**src/rtl/dm_arb_pkg.sv**
```systemverilog
// dm_arb_pkg: shared defaults and enums for the data-memory arbiter.
package dm_arb_pkg;

    localparam int unsigned DM_ADDR_W = 16;
    localparam int unsigned DM_DATA_W = 16;
    localparam int unsigned DM_LEN_W  = 4;

    typedef enum logic {
        IDLE  = 1'b0,
        BURST = 1'b1
    } state_e;

    typedef enum logic {
        OWN_CPU = 1'b0,
        OWN_DMA = 1'b1
    } owner_e;

endpackage

```
**src/rtl/dm_burst_agen.sv**
```systemverilog
// dm_burst_agen: DMA burst beat counter and address incrementer.
// Beat 0 is issued straight from the request fields; this block supplies
// the address for beats 1..len (base + index, wrapping modulo 2^ADDR_W).
module dm_burst_agen
    import dm_arb_pkg::*;
#(
    parameter int unsigned ADDR_W = DM_ADDR_W,
    parameter int unsigned LEN_W  = DM_LEN_W
) (
    input  logic              clk,
    input  logic              rst,
    input  logic              load,
    input  logic              step,
    input  logic [ADDR_W-1:0] base,
    input  logic [LEN_W-1:0]  len,
    output logic [ADDR_W-1:0] addr,
    output logic              last
);

    logic [ADDR_W-1:0] base_q, base_d;
    logic [LEN_W-1:0]  len_q, len_d;
    logic [LEN_W-1:0]  idx_q, idx_d;

    // Latch burst parameters on load (index 1 is next), advance on each beat.
    always_comb begin
        base_d = base_q;
        len_d  = len_q;
        idx_d  = idx_q;
        if (load) begin
            base_d = base;
            len_d  = len;
            idx_d  = LEN_W'(1);
        end else if (step) begin
            idx_d = idx_q + LEN_W'(1);
        end
    end

    // Counter and latched parameter registers.
    always_ff @(posedge clk) begin
        if (rst) begin
            base_q <= '0;
            len_q  <= '0;
            idx_q  <= '0;
        end else begin
            base_q <= base_d;
            len_q  <= len_d;
            idx_q  <= idx_d;
        end
    end

    assign addr = base_q + ADDR_W'(idx_q);
    assign last = (idx_q == len_q);

endmodule

```
**src/rtl/dm_arbiter.sv**
```systemverilog
// dm_arbiter: single-port data-memory arbiter between CPU MEM stage and a
// burst DMA engine. Optional macro DM_ARB_RR_EN: alternate tie winners in
// IDLE (otherwise the CPU always wins ties and no last-winner flop exists).
module dm_arbiter
    import dm_arb_pkg::*;
#(
    parameter int unsigned ADDR_W = DM_ADDR_W,
    parameter int unsigned DATA_W = DM_DATA_W,
    parameter int unsigned LEN_W  = DM_LEN_W
) (
    input  logic              clk,
    input  logic              rst,
    input  logic              cpu_req,
    input  logic              cpu_we,
    input  logic [ADDR_W-1:0] cpu_addr,
    input  logic [DATA_W-1:0] cpu_wdata,
    output logic              cpu_gnt,
    output logic              cpu_stall,
    output logic [DATA_W-1:0] cpu_rdata,
    output logic              cpu_rvalid,
    input  logic              dma_req,
    input  logic              dma_we,
    input  logic [ADDR_W-1:0] dma_base,
    input  logic [LEN_W-1:0]  dma_len,
    input  logic [DATA_W-1:0] dma_wdata,
    output logic              dma_gnt,
    output logic [DATA_W-1:0] dma_rdata,
    output logic              dma_rvalid,
    output logic              dma_done,
    output logic              mem_re,
    output logic              mem_we,
    output logic [ADDR_W-1:0] mem_addr,
    output logic [DATA_W-1:0] mem_wdata,
    input  logic [DATA_W-1:0] mem_rdata
);

    state_e            state_q, state_d;
    logic              rv_q, rv_d;
    owner_e            rown_q, rown_d;
    logic              we_q, we_d;
    logic              done_q, done_d;
    logic              tie_to_dma;
    logic              dma_win;
    logic              beat_we;
    logic              agen_load;
    logic              agen_step;
    logic              agen_last;
    logic              final_beat;
    logic [ADDR_W-1:0] agen_addr;

`ifdef DM_ARB_RR_EN
    owner_e last_q, last_d;
    assign tie_to_dma = (last_q == OWN_CPU);
`else
    assign tie_to_dma = 1'b0;
`endif

    assign dma_win = dma_req & (~cpu_req | tie_to_dma);

    dm_burst_agen #(
        .ADDR_W (ADDR_W),
        .LEN_W  (LEN_W)
    ) u_agen (
        .clk  (clk),
        .rst  (rst),
        .load (agen_load),
        .step (agen_step),
        .base (dma_base),
        .len  (dma_len),
        .addr (agen_addr),
        .last (agen_last)
    );

    // State register.
    always_ff @(posedge clk) begin
        if (rst) begin
            state_q <= IDLE;
        end else begin
            state_q <= state_d;
        end
    end

    // Next state: enter BURST only for multi-beat wins; leave on last beat or abort.
    always_comb begin
        state_d = state_q;
        case (state_q)
            IDLE:    if (dma_win && dma_len != '0) state_d = BURST;
            BURST:   if (!dma_req || agen_last) state_d = IDLE;
            default: state_d = IDLE;
        endcase
    end

    // Grant and memory-port steering; everything is suppressed while in reset.
    always_comb begin
        cpu_gnt   = 1'b0;
        dma_gnt   = 1'b0;
        agen_load = 1'b0;
        agen_step = 1'b0;
        beat_we   = 1'b0;
        mem_addr  = cpu_addr;
        mem_wdata = cpu_wdata;
        if (!rst) begin
            case (state_q)
                IDLE: begin
                    if (dma_win) begin
                        dma_gnt   = 1'b1;
                        agen_load = 1'b1;
                        beat_we   = dma_we;
                        mem_addr  = dma_base;
                        mem_wdata = dma_wdata;
                    end else if (cpu_req) begin
                        cpu_gnt = 1'b1;
                        beat_we = cpu_we;
                    end
                end
                BURST: begin
                    if (dma_req) begin
                        dma_gnt   = 1'b1;
                        agen_step = 1'b1;
                        beat_we   = we_q;
                        mem_addr  = agen_addr;
                        mem_wdata = dma_wdata;
                    end
                end
                default: ;
            endcase
        end
    end

    assign mem_re     = (cpu_gnt | dma_gnt) & ~beat_we;
    assign mem_we     = (cpu_gnt | dma_gnt) & beat_we;
    assign cpu_stall  = cpu_req & ~cpu_gnt;
    assign final_beat = dma_gnt & (((state_q == IDLE) & (dma_len == '0)) |
                                   ((state_q == BURST) & agen_last));

    assign cpu_rvalid = ~rst & rv_q & (rown_q == OWN_CPU);
    assign dma_rvalid = ~rst & rv_q & (rown_q == OWN_DMA);
    assign cpu_rdata  = mem_rdata;
    assign dma_rdata  = mem_rdata;
    assign dma_done   = ~rst & done_q;

    // Return-owner pipeline, latched burst direction, done pulse, last winner.
    always_comb begin
        rv_d   = mem_re;
        rown_d = dma_gnt ? OWN_DMA : OWN_CPU;
        we_d   = agen_load ? dma_we : we_q;
        done_d = final_beat;
`ifdef DM_ARB_RR_EN
        last_d = last_q;
        if (agen_load) begin
            last_d = OWN_DMA;
        end else if (cpu_gnt) begin
            last_d = OWN_CPU;
        end
`endif
    end

    // Datapath registers; reset discards in-flight returns and pending done.
    always_ff @(posedge clk) begin
        if (rst) begin
            rv_q   <= 1'b0;
            rown_q <= OWN_CPU;
            we_q   <= 1'b0;
            done_q <= 1'b0;
`ifdef DM_ARB_RR_EN
            last_q <= OWN_DMA;
`endif
        end else begin
            rv_q   <= rv_d;
            rown_q <= rown_d;
            we_q   <= we_d;
            done_q <= done_d;
`ifdef DM_ARB_RR_EN
            last_q <= last_d;
`endif
        end
    end

endmodule

```
**config.mk**
```make
export PLATFORM = sky130hd
export DESIGN_NAME = dm_arbiter
export DESIGN_NICKNAME = d
export VERILOG_FILES = /design/src/rtl/dm_arb_pkg.sv /design/src/rtl/dm_burst_agen.sv /design/src/rtl/dm_arbiter.sv
export SDC_FILE = /design/constraint.sdc
export NUM_CORES = 1
export LEC_CHECK = 0
export ABC_AREA = 1
export CORE_UTILIZATION = 60
export CTS_CLUSTER_SIZE = 24
export DETAILED_ROUTE_END_ITERATION = 10
export DONT_BUFFER_PORTS = 1
export HOLD_SLACK_MARGIN = 0.15
export PLACE_DENSITY = 0.82
export SYNTH_ARGS = -nofsm -noshare
export SYNTH_HDL_FRONTEND = slang
export SYNTH_SLANG_ARGS = --single-unit
```
**constraint.sdc**
```tcl
create_clock -name clk -period 2.9 [get_ports clk]
set_input_delay 0.29 -clock clk [delete_from_list [all_inputs] [get_ports clk]]
set_output_delay 0.29 -clock clk [all_outputs]
set_load 0.01 [all_outputs]
```
# --- Yosys cells after proc, flatten, opt, wreduce, memory -nomap -nowiden ---
# Cells that the tools add are included.
# Widths: inputs -> output; s select.
op_classes:
  n_addsub: 2
  n_eq_ne: 1
  n_mux: 31
  n_bitwise: 19
  n_reduce_logical: 7
op_table:
  columns: ["op", "count"]
  rows:
  - ["$mux 16", 6]
  - ["$pmux 16 s2", 2]
  - ["$mux 1", 20]
  - ["$add 16x4->16", 1]
  - ["$and 1x1->1", 11]
  - ["$not 1->1", 6]
  - ["$pmux 1 s2", 3]
  - ["$add 4x1->4 const B", 1]
  - ["$eq 4x4->1", 1]
  - ["$logic_not 4->1", 1]
  - ["$reduce_bool 4->1", 1]
  - ["$or 1x1->1", 2]
  - ["$reduce_bool 2->1", 1]
  - ["$reduce_or 2->1", 1]
  - ["$logic_and 1x1->1", 1]
  - ["$logic_not 1->1", 1]
  - ["$logic_or 1x1->1", 1]
totals:
  ff_bits: 29
  in_bits: 90
  output_inout_bits: 72

# --- Longest topological paths before layout ---
depth:
  ltp_word: 7
  depth_mapped: 11
  ltp_nobuf: 11

# --- Cells and area by module ---
# A second synthesis with hierarchy kept.
hier_totals:
  hier_cells: 456
  area_unflattened_um2: 2680.1
by_module_without_submodules:
  columns: ["module", "n_inst", "cells_each", "area_per_inst_um2", "seq_area_each_um2"]
  rows:
  - ["dm_burst_agen", 1, 207, 1442.6, 480.5]
  - ["dm_arbiter", 1, 249, 1237.4, 100.1]

# --- Worst setup path before layout ---
# Ideal clock, no wire load.
synth_timing:
  path_kind: "reg2out"
  from: "reg u_agen.idx_q[0]"
  to: "out mem_addr[14]"
  arrival_ns: 1.715
  required_ns: 2.610
  path_slack_ns: 0.895
  stages_incl_launch_ff: 12
  path_buffers: 0
  cell_sequence: "dfxtp_1 > ha_1 > fa_1 > nand3_1 > nand2_2 > nand2_2 > inv_1 > nand2_1 > nand2_1 > nand3_1 > nand2_1 > a21oi_1"
synth_between:
  elab_chain_cells: 4
synth_lines:
  columns: ["element", "line_no", "rtl"]
  rows:
  - ["start: declaration", "dm_burst_agen.sv:22", "logic [LEN_W-1:0] idx_q, idx_d;"]
  - ["start signal: assignment", "dm_burst_agen.sv:47", "idx_q <= idx_d;"]
  - ["$add 16x4->16", "dm_burst_agen.sv:51", "assign addr = base_q + ADDR_W'(idx_q);"]
  - ["$mux 16", "dm_arbiter.sv:117", "if (dma_req) begin"]
  - ["$pmux 16 s2", "dm_arbiter.sv:103", "case (state_q)"]
  - ["$mux 16", "dm_arbiter.sv:102", "if (!rst) begin"]
  - ["end: declaration", "dm_arbiter.sv:32", "output logic [ADDR_W-1:0] mem_addr,"]
# Every way passes these cells.

# --- Worst setup path in the final report ---
# Ends and elaborated chain as after synthesis.

==> metrics.cfg <==
[run_status]
outcome=finished, final reports clean

[logic_synthesis]
synth-simple-area-share_pct=38.30
netlist_area_um2=2711
async_reset_ff_share_pct=0
ys_seq_area_share_pct=21.41
synth_edf_count=0
synthFlopType=dfxtp_1
yosys.cell_count.top_type=nand2_1
synthesis.nets=549
synth_cells=453
synth_top_family_by_area=simple AND/OR/NAND/NOR gates
ys_seq_elements=29
synth_compound_area_share_pct=15.46
avgSynthCellArea_um2=5.985
ys_top_cells_by_count=nand2_1, nor2_1, nand3_1, inv_1, buf_4
yosysTopAreaCellShare_pct=21.41
synthAdderAreaFrac_pct=3.046
synthMuxAreaShare_pct=0
ys_types=33
synth_xor_xnor_area_share_pct=1.615
yosysTopAreaCell=dfxtp_1
ys_top_cells_by_area=dfxtp_1, nand2_1, buf_4
yosys_warnings=0

[final_layout]
stdcell_count=469
seq_area_um2=580.6
fin_area_um2=2571
finalCoreUtilization_pct=59.05
layout-drive-gt1-share_pct=4.796
syn_to_final_growth_pct=-5.168
n_antenna_cell=0
fin_nets=513
nFillCells=429
multi_input_area_um2=1584

[cts]
post_cts_resized=0
cts_buffers=5
cts_tree=yes
path_clk_slew_ns=0.06
htreeDepth=2
cts.sinks=29
insertion_delay_ns=0.28
clockBufferDepth=2
cts-root-buf=clkbuf_8

[power_and_ir_drop]
total_power_mw=1.001
leakagePower_nw=1.189
p_per_area_nw_per_um2=389.2
ir_drop_mv=0.2797

[die]
die_area_um2=4791
die_h_um=69.22
core-area_um2=4354
start_util_pct=62.27
fp-row-count=24
dieWidth_um=69.22
ioPinCount=162

[grt]
grt_max_degree=25
antenna_found_initial=0
globalRoute.totalOverflow=0
grt_pass1_wl_um=12490
first_global_vias=2590
track_usage_pct=32.67

[worst_hold_path]
hold_class=in -> reg

[setup_path]
crit_type=reg -> out
cp-start-kind=register
critPathRequiredTime_ns=2.61
crit_arrival_ns=2.21
end_kind=primary output
crit_fanout=6

[route]
routedWlPerCell_um=16.52
vias=2801
ant_nets=0
drt-initial-drc-count=245
dr.pass1.iters=5
drcViolationCount=0
viasPerCell=5.972
wirelength_um=7748

[sta]
finalSetupTns_ns=0
setup_viol=0
fin_skew_ns=0.002917
final_hold_viol_count=0
rsz0062_at_grt=no
timing.final.ws_setup_ns=0.3997
period_share_pct=86.22
maxSlewViolCount=0
fin_crit_ns=2.500
max_freq_ghz=0.4000
maxSlewHeadroom_pct=58.71
tightest_slew_ns=0.6178
holdWs_ns=0.1582

[placement]
dpl_cell_area_um2=2425
dp.final_hpwl_um=5717
dp_slack_ns=0.7372
portBuffers=0
globalplace.congestion=0.9137
dp_cells=456

[flow_run]
max_cap_violations=0

metal layers:
layer	vias up	global-route usage, %	share of wire, %
li1	1360	-	-
met1	1261	38.84	40
met4	0	11.34	1.7
met3	14	9.012	8.5
met5	-	0	0
met2	166	56.20	49
timing repair:
item / in CTS / in global routing
buffers inserted: 0 / 0
hold buffers: 6 / 0
hold endpoints to repair: 6 / 0
power by group:
part	internal (mW)	switching, mW
Clock	0.188	0.153
Combinational	0.0709	0.153
Sequential	0.418	0.0185
final timing paths:
kind	from	endpoint	slack [ns]	cells after the start
worst max-delay path	u_agen.idx_q[0]$_SDFFE_PP0P_	mem_addr[14]	0.40	11
worst min-delay path	dma_len[3]	u_agen.len_q[3]$_SDFFE_PP0P_	0.16	2
worst max register to register	state_q$_SDFF_PP0_	u_agen.base_q[4]$_SDFFE_PP0P_	0.94	4
worst min register to register	u_agen.len_q[1]$_SDFFE_PP0P_	u_agen.len_q[1]$_SDFFE_PP0P_	0.48	2
worst max-delay path, stage by stage (launching register included):
cell and delay [ns]:
dfxtp_1 0.37, ha_1 0.27, fa_1 0.42, nand3_1 0.12
nand2_2 0.11, nand2_2 0.12, inv_1 0.07, nand2_1 0.06
nand2_1 0.04, nand3_1 0.06, nand2_1 0.05, a21oi_1 0.23
layout by cell type (no fill, tap or decap), drive strengths merged, types with 2 or more instances in the layout:
master / Yosys / routed
a21oi: 29 / 29
a311oi: 4 / 4
a31oi: 3 / 3
buf: 48 / 2
clkbuf: 3 / 7
dfxtp: 29 / 29
dlygate4sd3: 0 / 6
ha: 5 / 5
inv: 45 / 45
nand2: 139 / 139
nand3: 45 / 45
nand4: 4 / 4
nor2: 50 / 50
o211ai: 2 / 2
o21ai: 23 / 23
o22ai: 12 / 12
xnor2: 4 / 4
cells by family (layout without fill, tap and decap cells):
family | Yosys count | in the layout
fa+ha+maj | 6 | 6
compound gates | 75 | 75
flops | 29 | 29
simple gates | 241 | 241
xor+xnor | 5 | 5
buf+inv | 97 | 61
sequential cells by signal (all words and copies together), names as in the netlist:
name,count
u_agen.idx_q,4
rown_q,1
done_q,1
u_agen.base_q,16
u_agen.len_q,4
we_q,1
rv_q,1
state_q,1
layout make-up:
cell class / instances / area share (%)
Clock buffer: 7 / 3.358
Inverter: 46 / 7.007
Multi-Input combinational cell: 327 / 61.61
Sequential cell: 29 / 22.58
Tap cell: 52 / 2.530
Timing Repair Buffer: 8 / 2.920
(Power assumes the default switching activity.)
